[src/rtl/uart_pkg.sv]
// Shared types and constants for the UART receive path.
package uart_pkg;

  typedef enum logic [1:0] {
    DES_IDLE,
    DES_COLLECT,
    DES_HOLD
  } des_state_t;

  localparam int unsigned UART_SYM_W = 8;

endpackage

[src/rtl/rx_word_deserializer.sv]
// Assembles a LENGTH_I-bit frame from SYM_W-bit RX symbols and offers it to the
// consumer through a valid/ready handshake, with abort and length checking.
module rx_word_deserializer
  import uart_pkg::*;
#(
  parameter int unsigned  MAX_BITS  = 64,
  parameter int unsigned  SYM_W     = UART_SYM_W,
  parameter bit           MSB_FIRST = 1'b0,
  localparam int unsigned LEN_W     = $clog2(MAX_BITS + 1)
) (
  input  logic                CLK_I,
  input  logic                RST_NI,
  input  logic                START_I,
  input  logic [LEN_W-1:0]    LENGTH_I,
  input  logic                ABORT_I,
  input  logic [SYM_W-1:0]    SYM_I,
  input  logic                SYM_VALID_I,
  output logic                SYM_READY_O,
  output logic [MAX_BITS-1:0] DATA_O,
  output logic                DATA_VALID_O,
  input  logic                DATA_READY_I,
  output logic                BUSY_O,
  output logic                ERR_O
);

  // One extra bit so the running bit count never wraps past len_q.
  localparam int unsigned CNT_W = LEN_W + 1;

  des_state_t          state_q;
  logic [CNT_W-1:0]    cnt_q;
  logic [CNT_W-1:0]    cnt_next;
  logic [LEN_W-1:0]    len_q;
  logic                len_illegal;
  logic                sym_accept;
  logic                last_sym;
  logic [MAX_BITS-1:0] len_mask;
  logic [MAX_BITS-1:0] lsb_data;
  logic [MAX_BITS-1:0] msb_data;

  assign len_illegal = (LENGTH_I == '0)
                    || (CNT_W'(LENGTH_I) > CNT_W'(MAX_BITS))
                    || (MSB_FIRST && ((LENGTH_I % LEN_W'(SYM_W)) != '0));

  assign sym_accept = SYM_VALID_I && (state_q == DES_COLLECT);
  assign cnt_next   = cnt_q + CNT_W'(SYM_W);
  assign last_sym   = (cnt_next >= {1'b0, len_q});

  // Bits at or above the frame length never leave the block as ones.
  assign len_mask = ~({MAX_BITS{1'b1}} << len_q);
  assign lsb_data = (DATA_O | (MAX_BITS'(SYM_I) << cnt_q)) & len_mask;
  assign msb_data = (DATA_O << SYM_W) | MAX_BITS'(SYM_I);

  // Frame sequencing; abort wins over a same-cycle accept or handshake.
  always_ff @(posedge CLK_I or negedge RST_NI) begin : fsm
    if (!RST_NI) begin
      state_q <= DES_IDLE;
    end else begin
      case (state_q)
        DES_IDLE: begin
          if (START_I && !len_illegal) state_q <= DES_COLLECT;
        end
        DES_COLLECT: begin
          if (ABORT_I)                    state_q <= DES_IDLE;
          else if (sym_accept && last_sym) state_q <= DES_HOLD;
        end
        DES_HOLD: begin
          if (ABORT_I || DATA_READY_I) state_q <= DES_IDLE;
        end
        default: state_q <= DES_IDLE;
      endcase
    end
  end

  // Frame register, bit counter, latched length and error pulse.
  always_ff @(posedge CLK_I or negedge RST_NI) begin : datapath
    if (!RST_NI) begin
      cnt_q  <= '0;
      len_q  <= '0;
      DATA_O <= '0;
      ERR_O  <= 1'b0;
    end else begin
      ERR_O <= 1'b0;
      case (state_q)
        DES_IDLE: begin
          if (START_I) begin
            if (len_illegal) begin
              ERR_O <= 1'b1;
            end else begin
              len_q  <= LENGTH_I;
              cnt_q  <= '0;
              DATA_O <= '0;
            end
          end
        end
        DES_COLLECT: begin
          if (ABORT_I) begin
            DATA_O <= '0;
          end else if (sym_accept) begin
            DATA_O <= MSB_FIRST ? msb_data : lsb_data;
            cnt_q  <= cnt_next;
          end
        end
        DES_HOLD: begin
          if (ABORT_I) DATA_O <= '0;
        end
        default: ;
      endcase
    end
  end

  assign SYM_READY_O  = (state_q == DES_COLLECT);
  assign DATA_VALID_O = (state_q == DES_HOLD);
  assign BUSY_O       = (state_q != DES_IDLE);

endmodule

[config.mk]
export PLATFORM = sky130hd
export DESIGN_NAME = rx_word_deserializer
export DESIGN_NICKNAME = d
export VERILOG_FILES = /design/src/rtl/uart_pkg.sv /design/src/rtl/rx_word_deserializer.sv
export SDC_FILE = /design/constraint.sdc
export NUM_CORES = 1
export LEC_CHECK = 0
export ABC_AREA = 1
export CAP_MARGIN = 25
export CORE_ASPECT_RATIO = 2
export CORE_UTILIZATION = 54
export DETAILED_ROUTE_END_ITERATION = 6
export GPL_TIMING_DRIVEN = 0
export PLACE_DENSITY = 0.89
export SETUP_SLACK_MARGIN = 0.05
export SYNTH_ARGS = -nofsm -noshare
export SYNTH_HDL_FRONTEND = slang
export SYNTH_SLANG_ARGS = --single-unit
[constraint.sdc]
create_clock -name CLK_I -period 2.8 [get_ports CLK_I]
set_input_delay 0.56 -clock CLK_I [delete_from_list [all_inputs] [get_ports CLK_I]]
set_output_delay 0.56 -clock CLK_I [all_outputs]
set_load 0.05 [all_outputs]
Yosys cells after proc, flatten, opt, wreduce, memory -nomap -nowiden
Index checks and enable logic that the tools add are counted.
{"block": "op_classes", "bitwise_logic": 4, "n_addsub": 1, "shifts": 2, "n_reduce_logical": 15, "mux": 19, "magnitude_cmp": 2, "eq_ne": 11}
{"cell": "$mux 64", "count": 5}
{"cell": "$pmux 64 s3", "count": 1}
{"cell": "$and 64x64->64", "count": 1}
{"cell": "$not 64->64", "count": 1}
{"cell": "$or 64x64->64", "count": 1}
{"cell": "$shl 64x7->64 const A", "count": 1}
{"cell": "$shl 8x8->64", "count": 1}
{"cell": "$mux 8", "count": 4}
{"cell": "$pmux 8 s2", "count": 1}
{"cell": "$ne 2x2->1 const B", "count": 5}
{"cell": "$reduce_and 5->1", "count": 2}
{"cell": "$add 8x4->8 const B", "count": 1}
{"cell": "$ge 8x7->1", "count": 1}
{"cell": "$mux 2", "count": 4}
{"cell": "$gt 7x7->1 const B", "count": 1}
{"cell": "$logic_not 7->1", "count": 1}
{"cell": "$ne 3x2->1 const B", "count": 2}
{"cell": "$pmux 2 s3", "count": 1}
{"cell": "$reduce_and 3->1", "count": 2}
{"cell": "$ne 2x1->1 const B", "count": 2}
{"cell": "$reduce_bool 2->1", "count": 2}
{"cell": "$logic_and 1x1->1", "count": 3}
{"cell": "$mux 1", "count": 3}
{"cell": "$reduce_bool 3->1", "count": 1}
{"cell": "6 further kinds", "count": 7}
{"block": "totals", "reg_bits": 82, "in_bits": 21}

Longest topological paths before layout
Gate-level depths: netlist of run 1.
{"block": "logic_depth", "depth_word": 6, "mapped_depth": 14}

Worst setup path before layout of run 1
OpenSTA, ideal clock, no wires.
{"block": "synth_timing", "path_type": "reg2reg", "start": "register state_q[1]", "end": "register DATA_O[63]", "arrival_time_ns": 2.008, "path_buffers": 1, "path_slack_ns": 0.714, "stages_incl_launch_ff": 12, "t_required_ns": 2.723, "path_cell_list": "dfrtp_1 > inv_1 > ha_1 > inv_1 > nor2_4 > inv_2 > nor2_4 > nor2_8 > nand2_4 > buf_2 > a21oi_1 > a21oi_1"}
{"block": "synth_between", "elab_chain_len": 4, "elab_cells_between_ends": 11}
{"element": "start: declaration", "line_no": "rx_word_deserializer.sv:29", "source": "des_state_t state_q;"}
{"element": "start signal: assignment", "line_no": "rx_word_deserializer.sv:56", "source": "state_q <= DES_IDLE;"}
{"element": "start signal: assignment", "line_no": "rx_word_deserializer.sv:60", "source": "if (START_I && !len_illegal) state_q <= DES_COLLECT;"}
{"element": "start signal: assignment", "line_no": "rx_word_deserializer.sv:63", "source": "if (ABORT_I) state_q <= DES_IDLE;"}
{"element": "$eq 2x1->1 *"}
{"element": "named net SYM_READY_O", "line_no": "rx_word_deserializer.sv:18", "source": "output logic SYM_READY_O,"}
{"element": "$logic_and 1x1->1", "line_no": "rx_word_deserializer.sv:44", "source": "assign sym_accept = SYM_VALID_I && (state_q == DES_COLLECT);"}
{"element": "$ne 3x2->1 (no line)"}
{"element": "$reduce_and 5->1 (no line)"}
{"element": "end signal: assignment", "line_no": "rx_word_deserializer.sv:99", "source": "DATA_O <= MSB_FIRST ? msb_data : lsb_data;"}
{"element": "end: declaration", "line_no": "rx_word_deserializer.sv:19", "source": "output logic [MAX_BITS-1:0] DATA_O,"}
The timed path passes the listed nets; every way through them passes the cells marked *.
A chain may end at the register's enable or synchronous reset.

Worst setup path in the final report of run 1
{"block": "layout_timing", "start": "register cnt_q[6]", "end": "register state_q[1]"}
{"block": "layout_between", "elab_chain_len": 5}
{"element": "start: declaration", "line_no": "rx_word_deserializer.sv:30", "source": "logic [CNT_W-1:0] cnt_q;"}
{"element": "start signal: assignment", "line_no": "rx_word_deserializer.sv:100", "source": "cnt_q <= cnt_next;"}
{"element": "$add 8x4->8", "line_no": "rx_word_deserializer.sv:45", "source": "assign cnt_next = cnt_q + CNT_W'(SYM_W);"}
{"element": "$ge 8x7->1", "line_no": "rx_word_deserializer.sv:46", "source": "assign last_sym = (cnt_next >= {1'b0, len_q});"}
{"element": "$logic_and 1x1->1", "line_no": "rx_word_deserializer.sv:64", "source": "else if (sym_accept && last_sym) state_q <= DES_HOLD;"}
{"element": "$ne 3x2->1 (no line)"}
{"element": "$reduce_and 3->1 (no line)"}
{"element": "end signal: assignment", "line_no": "rx_word_deserializer.sv:63"}
{"element": "end signal: assignment", "line_no": "rx_word_deserializer.sv:64"}
{"element": "end signal: assignment", "line_no": "rx_word_deserializer.sv:67", "source": "if (ABORT_I || DATA_READY_I) state_q <= DES_IDLE;"}
No other way between the ends.

==> reports/metrics.cfg, run 1 <==
[run_status]
status = finished, final reports clean

[floorplanning]
start_util = 0.558
die_y_um = 142
coreArea_sq_um = 9450
io_pins = 89
die-area_sq_um = 10200
placementRows = 50
die_w_um = 71.9

[yosys]
synth_most_common_cell = nand2_1
seq_area_frac_synth = 0.375
ys_top_cells_by_area = dfrtp_1 37%, nand2_1 13%, nand4_1 9.1%
ys_async_sr_fraction = 1.00
avgSynthCellArea_sq_um = 6.71
synth_warnings = 0
synth_area_leader_cell = dfrtp_1
synthTopCellsByCount = 188 x nand2_1, 99 x nor2_1, 88 x inv_1, 79 x dfrtp_1, 77 x nand4_1
synth-seq-cells = 79
synth_flop_cell = dfrtp_1
synth_edf_count = 0
netlist.area_leader.share = 0.375
synth_fp_nets = 815
synthCells = 786
ys_types = 28
syn_area_sq_um = 5270

[clock_tree]
insertion_delay_ps = 350
holdBufCountCts = 0
numCtsBuffers = 9
root_buffer = clkbuf_16
ctsHtreeMaxLevel = 3
cts_tree = done
cts.sinks = 79
clockBufferDepth = 2
cts.clk_slew.worst_paths_ps = 60

[placement]
dpl.hpwl_mm = 14.6
numPortBuffers = 88
preCtsSetupSlack_ps = 140
gp_congestion = 1.05
placed_cell_area_sq_um = 6330

[worst_setup_path]
worstPathArrival_ps = 2890
crit_required_ps = 3090
crit_type = flip-flop to flip-flop
timing.rr.start = cnt_q[6]
cp-end-kind = flip-flop
crit_fanout = 10
startpoint_type = flip-flop
crit_start = cnt_q[6]

[detailed_routing]
drc = 0
firstDrtPassIters = 6
ant_nets = 0
num_vias = 5977
drt-initial-drc-count = 666
vias_per_cell = 5.86
wire_per_inst_um = 18.7
wl_mm = 19.0

[power]
switching_power_mw = 3.66
sequentialPowerShare = 0.208
swShare = 0.529
intPower_mw = 3.26
vdd_drop_max_uv = 678
power_leakage_nw = 3.06
pwr-share-comb = 0.602
power.density_nw_per_um2 = 1040
clkPwrFrac = 0.191

[timing]
period_needed_ps = 2600
skew_ps = 5.72
whs_ps = 184
finalMaxSlewViolations = 0
rsz0062_at_grt = false
finalHoldViolations = 0
worst-slew-pin-transition_ps = 670
relSlewSlack = 0.553
max_clock_freq_mhz = 385
worst_slack_ps = 203
finalSetupViolCount = 0
period_share = 0.928

[cells_and_area]
final_area_sq_um = 6670
multi_input_area_sq_um = 2700
drive_gt1_frac = 0.0584
seq_area_sq_um = 1980
utilization = 0.706
syn_to_final_growth_pct = 26.5
nets = 915
num_antenna_cells = 0
fillers = 799

[hold_path]
hold_class = input port to asynchronous set/reset pin

[global_route]
grt_pass1_vias = 5867
grt_max_degree = 42
grt_pass1_wl_mm = 30.0
globalRouteOverflowTotal = 0
gr-usage-all-layers = 0.391
antenna_found_initial = 0

[job]
max_cap_violations = 0

## cells in the final DEF, fill, tap and decap left out, drive strengths merged, types with 3 or more instances in the layout
master / netlist / final
inv: 91 / 91
o21ai: 55 / 55
clkdlybuf4s50: 0 / 87
clkbuf: 30 / 43
dfrtp: 79 / 79
buf: 27 / 28
nor2: 103 / 103
a21oi: 38 / 38
nand2: 189 / 189
clkinv: 2 / 3
nor4: 4 / 4
nand3: 62 / 62
ha: 8 / 8
nand4: 77 / 77
o21bai: 13 / 13
## cell type report
type | instances | area share
Clock inverter | 3 | 0.00976
Multi-Input combinational cell | 557 | 0.404
Tap cell | 130 | 0.0244
Inverter | 93 | 0.0524
Clock buffer | 12 | 0.0400
Timing Repair Buffer | 89 | 0.135
Buffer | 57 | 0.0379
Sequential cell | 79 | 0.296
## power groups by stage
| stage | registers, mW | clock network, mW | logic (mW) |
|---|---|---|---|
| final | 1.44 | 1.32 | 4.16 |
| after global routing | 1.45 | 1.37 | 4.46 |
| after CTS | 1.43 | 1.32 | 4.04 |
| after detailed placement | 1.45 | 0 | 4.02 |
| after global placement | 1.45 | 0 | 3.98 |
| after floorplan | 1.72 | 0 | 2.49 |
## final timing paths
path	endpoint	slack (ps)	depth (start not counted)
max	state_q[1]	200	14
max in group asynchronous	DATA_O[22]	2000	2
min reg2reg	state_q[0]	510	2
max reg2reg	state_q[1]	200	14
min in group CLK_I	state_q[0]	510	2
min	DATA_O[15]	180	1
## state kept, by name, indices dropped and copies added, names as in the netlist
register  flops
ERR_O         1
DATA_O       64
state_q       2
cnt_q         5
len_q         7
## cell families after synthesis
kind of cell             Yosys count  share of synthesized area
AO/OA/AOI/OAI                    109                      0.112
XOR/XNOR                           2                    0.00332
adder cells (fa/ha/maj)            8                     0.0190
buffers and inverters            150                      0.114
flip-flops                        79                      0.375
AND/OR/NAND/NOR                  438                      0.377
## stage by stage
stage / power, mW / TNS (ps) / std cells
floorplan: 4.21 / 0 / 786
global placement: 5.43 / -122620 / 1004
detailed placement: 5.47 / 0 / 1005
CTS: 6.79 / 0 / 1020
global route: 7.29 / 0 / 1020
finish: 6.92 / 0 / 1020
## worst max-delay path, stage by stage (launching register included)
cell and delay [ps]:
dfrtp_1 330, clkbuf_1 360, inv_1 100, buf_2 210
clkbuf_4 230, xor2_1 300, ha_1 300, and3_1 180
nand2_1 60, nand3_1 90, nand2_1 80, nand2_1 80
nand2_1 100, nand2_1 60, nand2_1 50
## layer usage
layer  routed length, um  vias to the layer above  track usage  share of wire
met4                1160                        0        0.256          0.061
met1                6510                     2746        0.418           0.34
met3                1200                       86       0.0540          0.063
li1                    -                     2788            -              -
met5                   0                        -            0              0
met2               10200                      357        0.700           0.53
## what timing repair did
action	CTS	global route
setup endpoints to repair	0	1
resized for setup	0	1
hold endpoints to repair	0	0
buffers inserted	0	0
Note: power is estimated with default switching activity, not from simulation.
==> run 2, diff against run 1 <==
Settings changed: ABC_AREA 1 to unset, CORE_UTILIZATION 54 to 51, PLACE_DENSITY 0.89 to 0.88.
==> reports/metrics.cfg, run 2 <==
[yosys]
synth_top_family_by_area = compound AO/OA/AOI/OAI gates  ; was simple AND/OR/NAND/NOR gates
avgSynthCellArea_sq_um = 9.38  ; was 6.71 sq um
ys_top_cells_by_area = dfrtp_1 47%, a41oi_1 8.9%, a21oi_1 6.3%  ; was dfrtp_1 37%, nand2_1 13%, nand4_1 9.1%
synthCells = 451  ; was 786
syn_area_sq_um = 4230  ; was 5270 sq um
ys_async_sr_fraction = 1.00  ; unchanged
synthMuxAreaShare = 0.0183  ; was 0
synth_edf_count = 0  ; unchanged
netlist.area_leader.share = 0.467  ; was 0.375
ys_types = 49  ; was 28
synth_fp_nets = 480  ; was 815
synth_warnings = 0  ; unchanged
synth_area_leader_cell = dfrtp_1  ; unchanged
synth_most_common_cell = dfrtp_1  ; was nand2_1
synth_flop_cell = dfrtp_1  ; unchanged
seq_area_frac_synth = 0.467  ; was 0.375
synth_compound_area_frac = 0.297  ; was 0.112
synthSimpleGateAreaFrac = 0.129  ; was 0.377
synth_fa_ha_area_frac = 0.0237  ; was 0.0190
synthXorXnorAreaFrac = 0.00621  ; was 0.00332
synth-seq-cells = 79  ; unchanged
synthTopCellsByCount = 79 x dfrtp_1, 53 x a21oi_1, 43 x a41oi_1, 36 x nor2_1, 31 x clkbuf_1  ; was 188 x nand2_1, 99 x nor2_1, 88 x inv_1, 79 x dfrtp_1, 77 x nand4_1

[clock_tree]
root_buffer = clkbuf_16  ; unchanged
numCtsBuffers = 9  ; unchanged
cts.sinks = 79  ; unchanged
cts_tree = done  ; unchanged
cts.clk_slew.worst_paths_ps = 60  ; about the same
ctsHtreeMaxLevel = 3  ; unchanged
insertion_delay_ps = 340  ; was 350 ps
clockBufferDepth = 2  ; unchanged
cts_setup_buffers = 0  ; unchanged
holdBufCountCts = 0  ; unchanged

[cells_and_area]
final_area_sq_um = 5520  ; was 6670 sq um
nets = 580  ; was 915
syn_to_final_growth_pct = 30.5  ; was 26.5%
biggestRegsByFlops = DATA_O (64), len_q (7), cnt_q (5)  ; unchanged
num_antenna_cells = 0  ; unchanged
drive_gt1_frac = 0.0847  ; was 0.0584
largest_reg_flops = 64  ; unchanged
regMostFlops = DATA_O  ; unchanged
final_common_cell = clkdlybuf4s50_1  ; was nand2_1
layout_common_cells = 87 x clkdlybuf4s50_1, 79 x dfrtp_1, 53 x a21oi_1, 43 x a41oi_1, 34 x nor2_1  ; was 188 x nand2_1, 99 x nor2_1, 88 x inv_1, 87 x clkdlybuf4s50_1, 79 x dfrtp_1

[placement]
dpl.hpwl_mm = 12.1  ; was 14.6 mm
numPortBuffers = 88  ; unchanged
gp_congestion = 0.982  ; was 1.05
placed_cell_area_sq_um = 5260  ; was 6330 sq um
preCtsSetupSlack_ps = -441  ; was 140 ps

[worst_setup_path]
crit_fanout = 10  ; unchanged
timing.rr.start = state_q[1]  ; was cnt_q[6]
timing.rr.end = cnt_q[7]  ; was state_q[1]
reg2reg_slack_ps = 340  ; was 200 ps
worstPathArrival_ps = 2930  ; was 2890 ps
crit_type = input port to flip-flop  ; was flip-flop to flip-flop
rr_worst_depth = 9  ; was 14
cp-end-kind = flip-flop  ; unchanged
crit_required_ps = 3040  ; was 3090 ps
startpoint_type = input port  ; was flip-flop

[global_route]
grt_pass1_vias = 4553  ; was 5867
grt_pass1_wl_mm = 24.7  ; was 30.0 mm
antenna_found_initial = 0  ; unchanged
gr-usage-all-layers = 0.400  ; was 0.391
globalRouteOverflowTotal = 0  ; unchanged
grt_max_degree = 43  ; was 42

[power]
power.density_nw_per_um2 = 1120  ; was 1040 nW/um^2
switching_power_mw = 3.24  ; was 3.66 mW
power_mw = 6.20  ; was 6.92 mW
pwr-share-comb = 0.591  ; was 0.602
clkPwrFrac = 0.169  ; was 0.191
swShare = 0.522  ; was 0.529
vdd_drop_max_uv = 729  ; was 678 uV
power_leakage_nw = 2.23  ; was 3.06 nW
intPower_mw = 2.96  ; was 3.26 mW
sequentialPowerShare = 0.240  ; was 0.208

[detailed_routing]
num_vias = 4496  ; was 5977
ant_nets = 0  ; unchanged
dr_wl_met3_mm = 1.18  ; was 1.20 mm
wire_per_inst_um = 25.0  ; was 18.7 um
drc = 0  ; unchanged
wl_mm = 16.3  ; was 19.0 mm
drt-initial-drc-count = 631  ; was 666
wl_met2_mm = 8.60  ; was 10.2 mm
firstDrtPassIters = 6  ; unchanged
wl_met1_mm = 5.37  ; was 6.51 mm
vias_per_cell = 6.91  ; was 5.86
routed.top_layer = met4  ; unchanged

[timing]
period_needed_ps = 2690  ; was 2600 ps
period_share = 0.960  ; was 0.928
max_clock_freq_mhz = 372  ; was 385 MHz
finalMaxSlewViolations = 0  ; unchanged
rsz0062_at_grt = false  ; unchanged
finalSetupViolCount = 0  ; unchanged
finalHoldViolations = 0  ; unchanged
skew_ps = 6.75  ; was 5.72 ps
worst_slack_ps = 112  ; was 203 ps
worst-slew-pin-transition_ps = 964  ; was 670 ps
relSlewSlack = 0.356  ; was 0.553
fin_setup_tns_ps = 0  ; unchanged

[floorplanning]
die_w_um = 66.4  ; was 71.9 um
die-area_sq_um = 8690  ; was 10200 sq um
start_util = 0.529  ; was 0.558
die_y_um = 131  ; was 142 um
placementRows = 46  ; was 50
io_pins = 89  ; unchanged
coreArea_sq_um = 8000  ; was 9450 sq um

[hold_path]
hold_class = input port to asynchronous set/reset pin  ; unchanged

[job]
max_cap_violations = 0  ; unchanged

[run_status]
status = finished, final reports clean  ; unchanged

==> run 2: changes by cell type after synthesis, sizes merged, moves of 14 or more <==
cell   change
a21oi     +16
a31oi     +23
a41oi     +43
buf       -14
inv       -80
nand2    -159
nand3     -56
nand4     -75
nor2      -66
o21ai     -26
==> run 2: logic make-up after synthesis <==
| family | Yosys count |
|---|---|
| adder cells (fa/ha/maj) | 8 |
| multiplexers | 7 |
| buffers and inverters | 57 |
| flip-flops | 79 |
| XOR/XNOR | 3 |
| AO/OA/AOI/OAI | 181 |
| AND/OR/NAND/NOR | 116 |
==> run 2: cell type report <==
type | count | area [sq um]
Inverter | 12 | 45.0
Multi-Input combinational cell | 315 | 2020
Sequential cell | 79 | 1980
Timing Repair Buffer | 90 | 903
Fill cell | 652 | 2480
Tap cell | 96 | 120
Clock buffer | 11 | 233
Buffer | 44 | 199
Clock inverter | 4 | 23.8
==> run 2: timing repair <==
| item | in CTS | in global routing |
|---|---|---|
| endpoints found under the setup margin | 16 | 16 |
| gates resized for setup | 3 | 1 |
| pin swaps | 0 | 2 |
| hold endpoints to repair | 0 | 0 |
==> run 2: routing by layer <==
metal  vias up  track usage
met5         -            0
met4         0        0.288
met3        97       0.0747
met2       343        0.707
met1      2153        0.410
li1       1903            -
==> run 2: worst max-delay path, cell delays in order <==
cell	delay [ps]
clkdlybuf4s50_1	440
or4_4	590
o311a_4	370
o211ai_4	350
buf_2	310
nor3_1	90
nor3_1	230
==> run 2: power groups by stage <==
stage                     combinational, mW  clock (mW)  sequential, mW
after floorplan                        1.93           0            1.84
after global placement                 3.47           0            1.49
after detailed placement               3.52           0            1.50
after CTS                              3.57        1.05            1.48
after global routing                   3.84        1.09            1.51
final                                  3.67        1.05            1.49
==> run 2: worst max-delay path by stage <==
| stage | cells past startpoint | endpoint | slack [ps] | start |
|---|---|---|---|---|
| 2_1_floorplan | 6 | DATA_O[10] | 460 | LENGTH_I[1] |
| 3_3_place_gp | 1 | DATA_O[6] | -1510 | RST_NI |
| 3_5_place_dp | 7 | DATA_O[13] | -440 | LENGTH_I[1] |
| 4_1_cts | 7 | DATA_O[53] | 80 | LENGTH_I[1] |
| 5_1_grt | 7 | DATA_O[50] | 70 | LENGTH_I[1] |
| 6_report | 7 | DATA_O[56] | 110 | LENGTH_I[1] |
==> run 2: stage by stage <==
step                cells  hold WS (ps)   util
finish                651           180  0.690
floorplan             451           264      -
global placement      635           484  0.654
global route          651           224  0.690
detailed placement    637           493  0.657
CTS                   651           193  0.690
